--- src/rtl/blur_window_loader.sv ---
// blur_window_loader: fetches the 4x5 source window at the anchor.
// Reads bytes from the frame SRAM; presents 20 pixels with valid/ready.
//
// Ports:
//   clk, rst            clock, synchronous active-high reset
//   anchor_moving       start pulse, origin from anchor_x/anchor_y
//   mem_rd, mem_addr    byte read strobe and address
//   mem_rdata           read data, RD_LAT cycles after mem_rd
//   window_out[20]      window, index k = row k/5, column k%5
//   window_valid        window complete and stable
//   window_ready        consumer accepts the window
//   busy                high outside IDLE
//
// Build option WINDOW_EDGE_REPLICATE_EN: clamp out-of-frame
// coordinates and read edge pixels instead of padding with zero.
`timescale 1ns/1ps
module blur_window_loader #(
  parameter int unsigned       IMG_W     = 640,
  parameter int unsigned       IMG_H     = 480,
  parameter int unsigned       ADDR_W    = 32,
  parameter logic [ADDR_W-1:0] BASE_ADDR = '0,
  parameter int unsigned       RD_LAT    = 2
) (
  input  logic              clk,
  input  logic              rst,
  input  logic              anchor_moving,
  input  logic [31:0]       anchor_x,
  input  logic [31:0]       anchor_y,
  output logic              mem_rd,
  output logic [ADDR_W-1:0] mem_addr,
  input  logic [7:0]        mem_rdata,
  output logic [7:0]        window_out [20],
  output logic              window_valid,
  input  logic              window_ready,
  output logic              busy
);

  typedef enum logic [1:0] {
    IDLE,
    FETCH,
    DRAIN,
    VALID
  } state_t;

  typedef struct packed {
    logic       v;
    logic       pad;
    logic [4:0] k;
  } tag_t;

  state_t state_q, state_d;

  logic [31:0]       ax_q, ay_q;
  logic [4:0]        k_q;
  logic [1:0]        r_q;
  logic [2:0]        c_q;
  logic              rd_q;
  logic [ADDR_W-1:0] addr_q;
  logic [7:0]        win_q [20];

  // tag_q[0] travels with the issued strobe; tag_q[RD_LAT]
  // lines up with the cycle its data is on mem_rdata.
  tag_t tag_q [RD_LAT+1];

  logic              fetch;
  logic              last_wr;
  logic [32:0]       px, py, cx, cy;
  logic              inframe;
  logic              rd_d;
  logic              pad_d;
  logic [ADDR_W-1:0] addr_d;
  tag_t              tag_d;

  assign last_wr = tag_q[RD_LAT].v &&
                   (tag_q[RD_LAT].k == 5'd19);

  // State register
  always_ff @(posedge clk) begin
    if (rst) state_q <= IDLE;
    else     state_q <= state_d;
  end

  // Next state
  always_comb begin
    state_d = state_q;
    unique case (state_q)
      IDLE:  if (anchor_moving)   state_d = FETCH;
      FETCH: if (k_q == 5'd19)    state_d = DRAIN;
      DRAIN: if (last_wr)         state_d = VALID;
      VALID: if (window_ready)    state_d = IDLE;
      default:                    state_d = IDLE;
    endcase
  end

  // Outputs and fetch address generation
  always_comb begin
    fetch        = (state_q == FETCH);
    window_valid = (state_q == VALID);
    busy         = (state_q != IDLE);
    // 33 bits so anchor + offset never wraps into the frame
    px      = {1'b0, ax_q} + 33'(c_q);
    py      = {1'b0, ay_q} + 33'(r_q);
    inframe = (px < 33'(IMG_W)) && (py < 33'(IMG_H));
`ifdef WINDOW_EDGE_REPLICATE_EN
    cx    = (px > 33'(IMG_W - 1)) ? 33'(IMG_W - 1) : px;
    cy    = (py > 33'(IMG_H - 1)) ? 33'(IMG_H - 1) : py;
    rd_d  = fetch;
    pad_d = 1'b0;
`else
    cx    = px;
    cy    = py;
    rd_d  = fetch && inframe;
    pad_d = !inframe;
`endif
    addr_d = '0;
    if (rd_d)
      addr_d = BASE_ADDR +
               ADDR_W'(cy) * ADDR_W'(IMG_W) +
               ADDR_W'(cx);
    tag_d.v   = fetch;
    tag_d.pad = pad_d;
    tag_d.k   = k_q;
  end

  // Datapath
  always_ff @(posedge clk) begin
    if (rst) begin
      ax_q   <= '0;
      ay_q   <= '0;
      k_q    <= '0;
      r_q    <= '0;
      c_q    <= '0;
      rd_q   <= 1'b0;
      addr_q <= '0;
      for (int i = 0; i <= RD_LAT; i++)
        tag_q[i] <= '0;
      for (int i = 0; i < 20; i++)
        win_q[i] <= 8'h00;
    end else begin
      if (state_q == IDLE && anchor_moving) begin
        ax_q <= anchor_x;
        ay_q <= anchor_y;
        k_q  <= '0;
        r_q  <= '0;
        c_q  <= '0;
      end else if (fetch) begin
        k_q <= k_q + 5'd1;
        if (c_q == 3'd4) begin
          c_q <= '0;
          r_q <= r_q + 2'd1;
        end else begin
          c_q <= c_q + 3'd1;
        end
      end
      rd_q     <= rd_d;
      addr_q   <= addr_d;
      tag_q[0] <= tag_d;
      for (int i = 1; i <= RD_LAT; i++)
        tag_q[i] <= tag_q[i-1];
      if (tag_q[RD_LAT].v)
        win_q[tag_q[RD_LAT].k] <=
          tag_q[RD_LAT].pad ? 8'h00 : mem_rdata;
    end
  end

  assign mem_rd     = rd_q;
  assign mem_addr   = addr_q;
  assign window_out = win_q;

endmodule

--- config.mk ---
export PLATFORM = sky130hd
export DESIGN_NAME = blur_window_loader
export DESIGN_NICKNAME = d
export VERILOG_FILES = /design/src/rtl/blur_window_loader.sv
export SDC_FILE = /design/constraint.sdc
export NUM_CORES = 1
export LEC_CHECK = 0
export ABC_AREA = 1
export CAP_MARGIN = 40
export CORE_MARGIN = 3
export CORE_UTILIZATION = 23
export DETAILED_ROUTE_END_ITERATION = 10
export DONT_BUFFER_PORTS = 1
export PLACE_DENSITY_LB_ADDON = 0.2
export SKIP_CTS_REPAIR_TIMING = 1
export SLEW_MARGIN = 5
export SYNTH_ARGS = -nofsm -noshare
export SYNTH_HDL_FRONTEND = slang
export SYNTH_SLANG_ARGS = --single-unit
--- constraint.sdc ---
create_clock -name clk -period 6.15 [get_ports clk]
set_clock_uncertainty 0.2 [all_clocks]
set_input_delay 1.23 -clock clk [delete_from_list [all_inputs] [get_ports clk]]
set_output_delay 1.23 -clock clk [all_outputs]
set_load 0.03 [all_outputs]
* Word level (Yosys, flattened, before mapping)
Memories as Yosys holds them, arrays and structs flattened.
Index checks and enable logic that the tools add are counted.
** Word-level totals
- Logic and storage cells :: 83
- Bits of input ports :: 76
- Memories kept :: 1
- Bits in writable memories :: 21
- Register bits :: 269
- Output and inout bits :: 195
** Cells by class
- Mux-type cells :: 16
- Bitwise gates (word level) :: 5
- Multipliers :: 1
- Reductions and logical operators :: 12
- $add $sub $neg :: 6
- Equal/unequal tests :: 10
- Order comparisons :: 4
** Memories
- tag_q :: depth 3, width 7, rd ports 3, clocked after Yosys merged registers in 0, wr ports 3, RTL line 63 : tag_t tag_q [RD_LAT+1];
** Operator list (number)
- bitwise mux 160 bit :: 1
- demux 8 bit (select 5 bit) :: 1
- adder 32 x 2 -> 33 bit :: 1
- adder 32 x 3 -> 33 bit :: 1
- < comparator 33 x 10 -> 1 bit (second input constant) :: 1
- < comparator 33 x 9 -> 1 bit (second input constant) :: 1
- adder 32 bit :: 1
- multiplier 32 x 3 -> 25 bit (second input constant) :: 1
- 2-to-1 mux 7 bit :: 3
- 2-to-1 mux 8 bit :: 2
- equality test 5 bit (second input constant) :: 2
- 2-to-1 mux 2 bit :: 4
- case mux 2 bit (4 select lines) :: 1
- greater-or-equal comparator 6 bit (second input constant) :: 1
- < comparator 6 x 1 -> 1 bit (second input constant) :: 1
- NOT 5 -> 6 bit :: 1
- adder 5 x 1 -> 5 bit (second input constant) :: 1
- logical AND 1 bit :: 5
- equality test 2 bit (second input constant) :: 2
- != test 2 x 1 -> 1 bit (second input constant) :: 2
- != test 2 bit (second input constant) :: 2
- AND reduction 4 bit :: 1
- OR reduction 2 bit :: 2
- adder 3 x 1 -> 3 bit (second input constant) :: 1
- other kinds (11) :: 15

* Longest topological paths before layout
An unclocked memory read counts as a cell.
- Depth in word-level cells :: 7
- Mapped depth :: 28
- Mapped depth without buffers :: 28

* Least setup slack after synthesis
Ideal clock, no wire load.
- Path type :: register to register
- From :: register r_q[0]
- To :: register addr_q[29], in the netlist mem_addr[29]
- Library setup time :: 0.066 ns
- Buffers on the path :: 0
- Required time :: 5.884 ns
- Slack :: 1.223 ns
- Stages on the path, launching flop included :: 27
- Arrival time :: 4.661 ns
- Period minus slack after synthesis :: 4.927 ns
- Cell sequence :: dfxtp_1 > ha_1 > fa_1 > nand2_1 > nor2_2 > xor2_1 > ha_1 > fa_1 > nand2_1 > inv_1 > nand2_1 > nand2_1 > a21oi_1 > o21ai_0 > a21oi_1 > o21ai_0 > nand2_1 > nand2_1 > xor2_1 > ha_1 > nand2_1 > nor4_1 > nand3_1 > nand3_1 > a31oi_1 > or2_2 > a21oi_2
** Between the ends
- Word-level cells in the longest chain between the ends :: 6
- Elaborated cells on any way between the ends :: 8
- Those cells by class :: 2 x add/sub; 1 x mul; 1 x order compare; 1 x bitwise; 3 x reduce/logical
** RTL lines
- start: declaration :: RTL line 55 : logic [1:0] r_q;
- start signal: assignment :: RTL line 150 : r_q <= r_q + 2'd1;
- adder 32 x 2 -> 33 bit (*) :: RTL line 102 : py = {1'b0, ay_q} + 33'(r_q);
- parallel branches: the longest is 5 deep, another holds multiplier 32 x 3 -> 25 bit
- end signal: assignment :: RTL line 156 : addr_q <= addr_d;
- end: declaration :: RTL line 58 : logic [ADDR_W-1:0] addr_q;
Mark *: on every way between the ends.
A chain may end at the register's enable or synchronous reset.

* Final worst setup path
- From :: register r_q[1]
- To :: register addr_q[28], in the netlist mem_addr[28]
The elaborated chain is that of the path after synthesis.

==> results.toml <==
[detailed_routing]
drc = 0
ant_nets = 0
vias_per_cell = 4.51
routed_wl_um = 49900
vias = 12800
drt-wirelength-per-cell_um = 17.6
dr.pass1.iters = 5
drt-initial-drc-count = 848

[logic_synthesis]
yosysTopAreaCell = "dfxtp_1"
async_reset_ff_share_pct = 0
synthMuxAreaShare_pct = 0
synthXorXnorAreaFrac_pct = 3.64
synth_top_family_by_area = "simple AND/OR/NAND/NOR gates"
yosysUniqueCellTypes = 43
synthCells = 2010
syn_nets = 2159
synth-compound-area-share_pct = 19.0
yosys.area_share.simple_pct = 23.0
synth_top_area_share_pct = 40.3
synth_seq_cells = 290
yosysWarnings = 0
synthTopCellsByArea = "dfxtp_1 (40%), nand2_1 (8.6%), o21ai_0 (8.6%)"
synth_area_um2 = 14400
synth_ff_type = "dfxtp_1"
ys_seq_area_share_pct = 40.3
synth-edff-count = 0
synthAdderAreaFrac_pct = 6.55
syn_avg_cell_area_um2 = 7.16

[floorplanning]
initial_core_util_pct = 23.3
coreArea_um2 = 61800
die_w_um = 256
num_rows = 91
die_h_um = 256
die_area_um2 = 65600
pin_count = 271

[critical_path]
start_kind = "flop"
r2r_end = "mem_addr[28]"
ff2ff_path_depth = 26
crit_type = "flop to flop"
endpoint_kind = "flop"
cp_max_fo = 7
worstReg2RegStart = "r_q[1]"
worstSetupEndpoint = "mem_addr[28]"
crit_arrival_ps = 5780
crit_start = "r_q[1]"
ff2ff_setup_slack_ps = 650
required_ps = 6430

[pwr]
pwr_density_cell_nw_per_um2 = 396
ir_drop_mv = 0.175
power.leakage_uw = 0.00692

[sta]
tns_ps = 0
final_max_slew_viol_count = 0
relSlewSlack_pct = 37.9
min_period_ps = 5500
rsz0062_at_grt = "no"
clock.fmax_ghz = 0.182
finalHoldViolations = 0
fin_crit_sh_pct = 89.4
finalHoldWorstSlack_ps = 195
worst_pin_slew_ps = 932
setup_viol = 0

[finish]
final_nets = 2128
layout-drive-gt1-share_pct = 6.63
layout_commonest_cell = "nand2_1"
fillers = 6732
area_growth_pct = 15.5
final_cell_mix = "nand2_1 (328), dfxtp_1 (290), nor2_1 (275)"

[job]
cap_violations = 0

[place]
port_buffers = 0
hpwl_um = 38400
globalplace.congestion = 0.851

[cts]
htree_levels = 2
tritoncts = "done"
cts_made_buffers = 37
cts_root_buf = "clkbuf_16"
clk_latency_ps = 560
clk_pin_slew_ps = 60
clockBufferDepth = 3
cts_sinks = 290

[grt]
grt_pass1_wl_um = 75300
antenna_found_initial = 3
track_usage_pct = 14.7
grt_pass1_vias = 12100
overflow = 0
grt_max_degree = 226

[outcome]
outcome = "completed"

[min_path]
hp-class = "flop to flop"
[stage by stage]
stage,instances,worst slack (ps),total power (µW),utilization [%],cell area [µm²]
after floorplan,2010,1220,3720,-,14400
after global placement,2770,679,4350,24.5,15200
after detailed placement,2777,525,4350,24.8,15300
after CTS,2844,492,6700,26.9,16600
after global routing,2845,33.8,7070,26.9,16600
final,2845,650,6590,26.9,16600
[registers in the layout, indices dropped and copies added (netlist names)]
| register | cells |
|---|---|
| ax_q | 32 |
| ay_q | 32 |
| c_q | 3 |
| k_q | 5 |
| mem_addr | 32 |
| mem_rd | 1 |
| r_q | 2 |
| state_q | 2 |
| tag_q | 21 |
| window_out | 160 |
[how the worst min path moves through the flow]
stage / start / endpoint / slack, ps / depth (start not counted)
3_5_place_dp: tag_q[0][4] / tag_q[0][11] / 200 / 2
3_3_place_gp: tag_q[0][0] / tag_q[0][7] / 200 / 2
6_report: tag_q[0][9] / tag_q[0][16] / 200 / 2
2_1_floorplan: tag_q[0][3] / tag_q[0][10] / 190 / 2
5_1_grt: tag_q[0][3] / tag_q[0][10] / 220 / 2
4_1_cts: tag_q[0][9] / tag_q[0][16] / 190 / 2
[worst max-delay path, cell delays in order, from the launching register on]
cell and delay [ps]:
dfxtp_1 350, ha_1 320, nand3_2 100, nand2_2 140, nand3_1 220, nor2_2 210
xor2_1 270, inv_1 110, nor2_1 150, nor2_1 70, ha_1 370, nand2_1 100
nand2_1 70, a21oi_1 200, a21boi_0 410, o21ai_1 200, xor2_1 190, ha_1 430
nand4_1 160, nor2_1 180, nand4_1 100, nand3_1 160, nand2_1 70, nand2_1 120
a21oi_1 100, or2_2 290, a21oi_2 130
[layout make-up]
cell class                 count  area, µm²  area share [%]
clock buffer                  52       1070            6.45
antenna                        1       2.50          0.0150
inverter                     196        738            4.44
multi-input combinational   1443       7540            45.3
clock inverter                15        215            1.29
timing repair buffer          11        210            1.26
sequential                   290       5810            34.9
tap                          837       1050            6.29
[cell families after synthesis]
| group | Yosys count |
|---|---|
| flops | 290 |
| xor+xnor | 59 |
| compound gates | 525 |
| buf+inv | 277 |
| simple gates | 786 |
| fa+ha+maj | 73 |
[cells in the mapped netlist, types with 8 or more instances]
| cell type | number |
|---|---|
| ha_1 | 69 |
| or2_2 | 10 |
| nor2_2 | 20 |
| nand4_1 | 17 |
| nand2_1 | 329 |
| dfxtp_1 | 290 |
| o21bai_1 | 8 |
| xor2_1 | 38 |
| clkbuf_1 | 76 |
| nor3_1 | 47 |
| nor2_1 | 275 |
| xnor2_1 | 20 |
| a21oi_2 | 10 |
| inv_1 | 189 |
| o21ai_0 | 246 |
| a21oi_1 | 236 |
| nand3_1 | 62 |
[per-layer routing]
layer | GRT usage [%] | part of all wire (%) | wire (µm) | vias to the layer above
met5 | 0 | 0.024 | 12 | -
met4 | 5.59 | 3.7 | 1830 | 2
met3 | 2.80 | 5.2 | 2580 | 91
met2 | 22.2 | 43 | 21500 | 316
met1 | 20.6 | 48 | 24000 | 5872
li1 | - | - | - | 6560
[where the power goes]
part / total (µW) / switching, µW / internal (µW)
Sequential: 2210 / 191 / 2020
Combinational: 2100 / 1400 / 695
Clock: 2280 / 884 / 1400
Note: power is estimated with default switching activity, not from simulation.
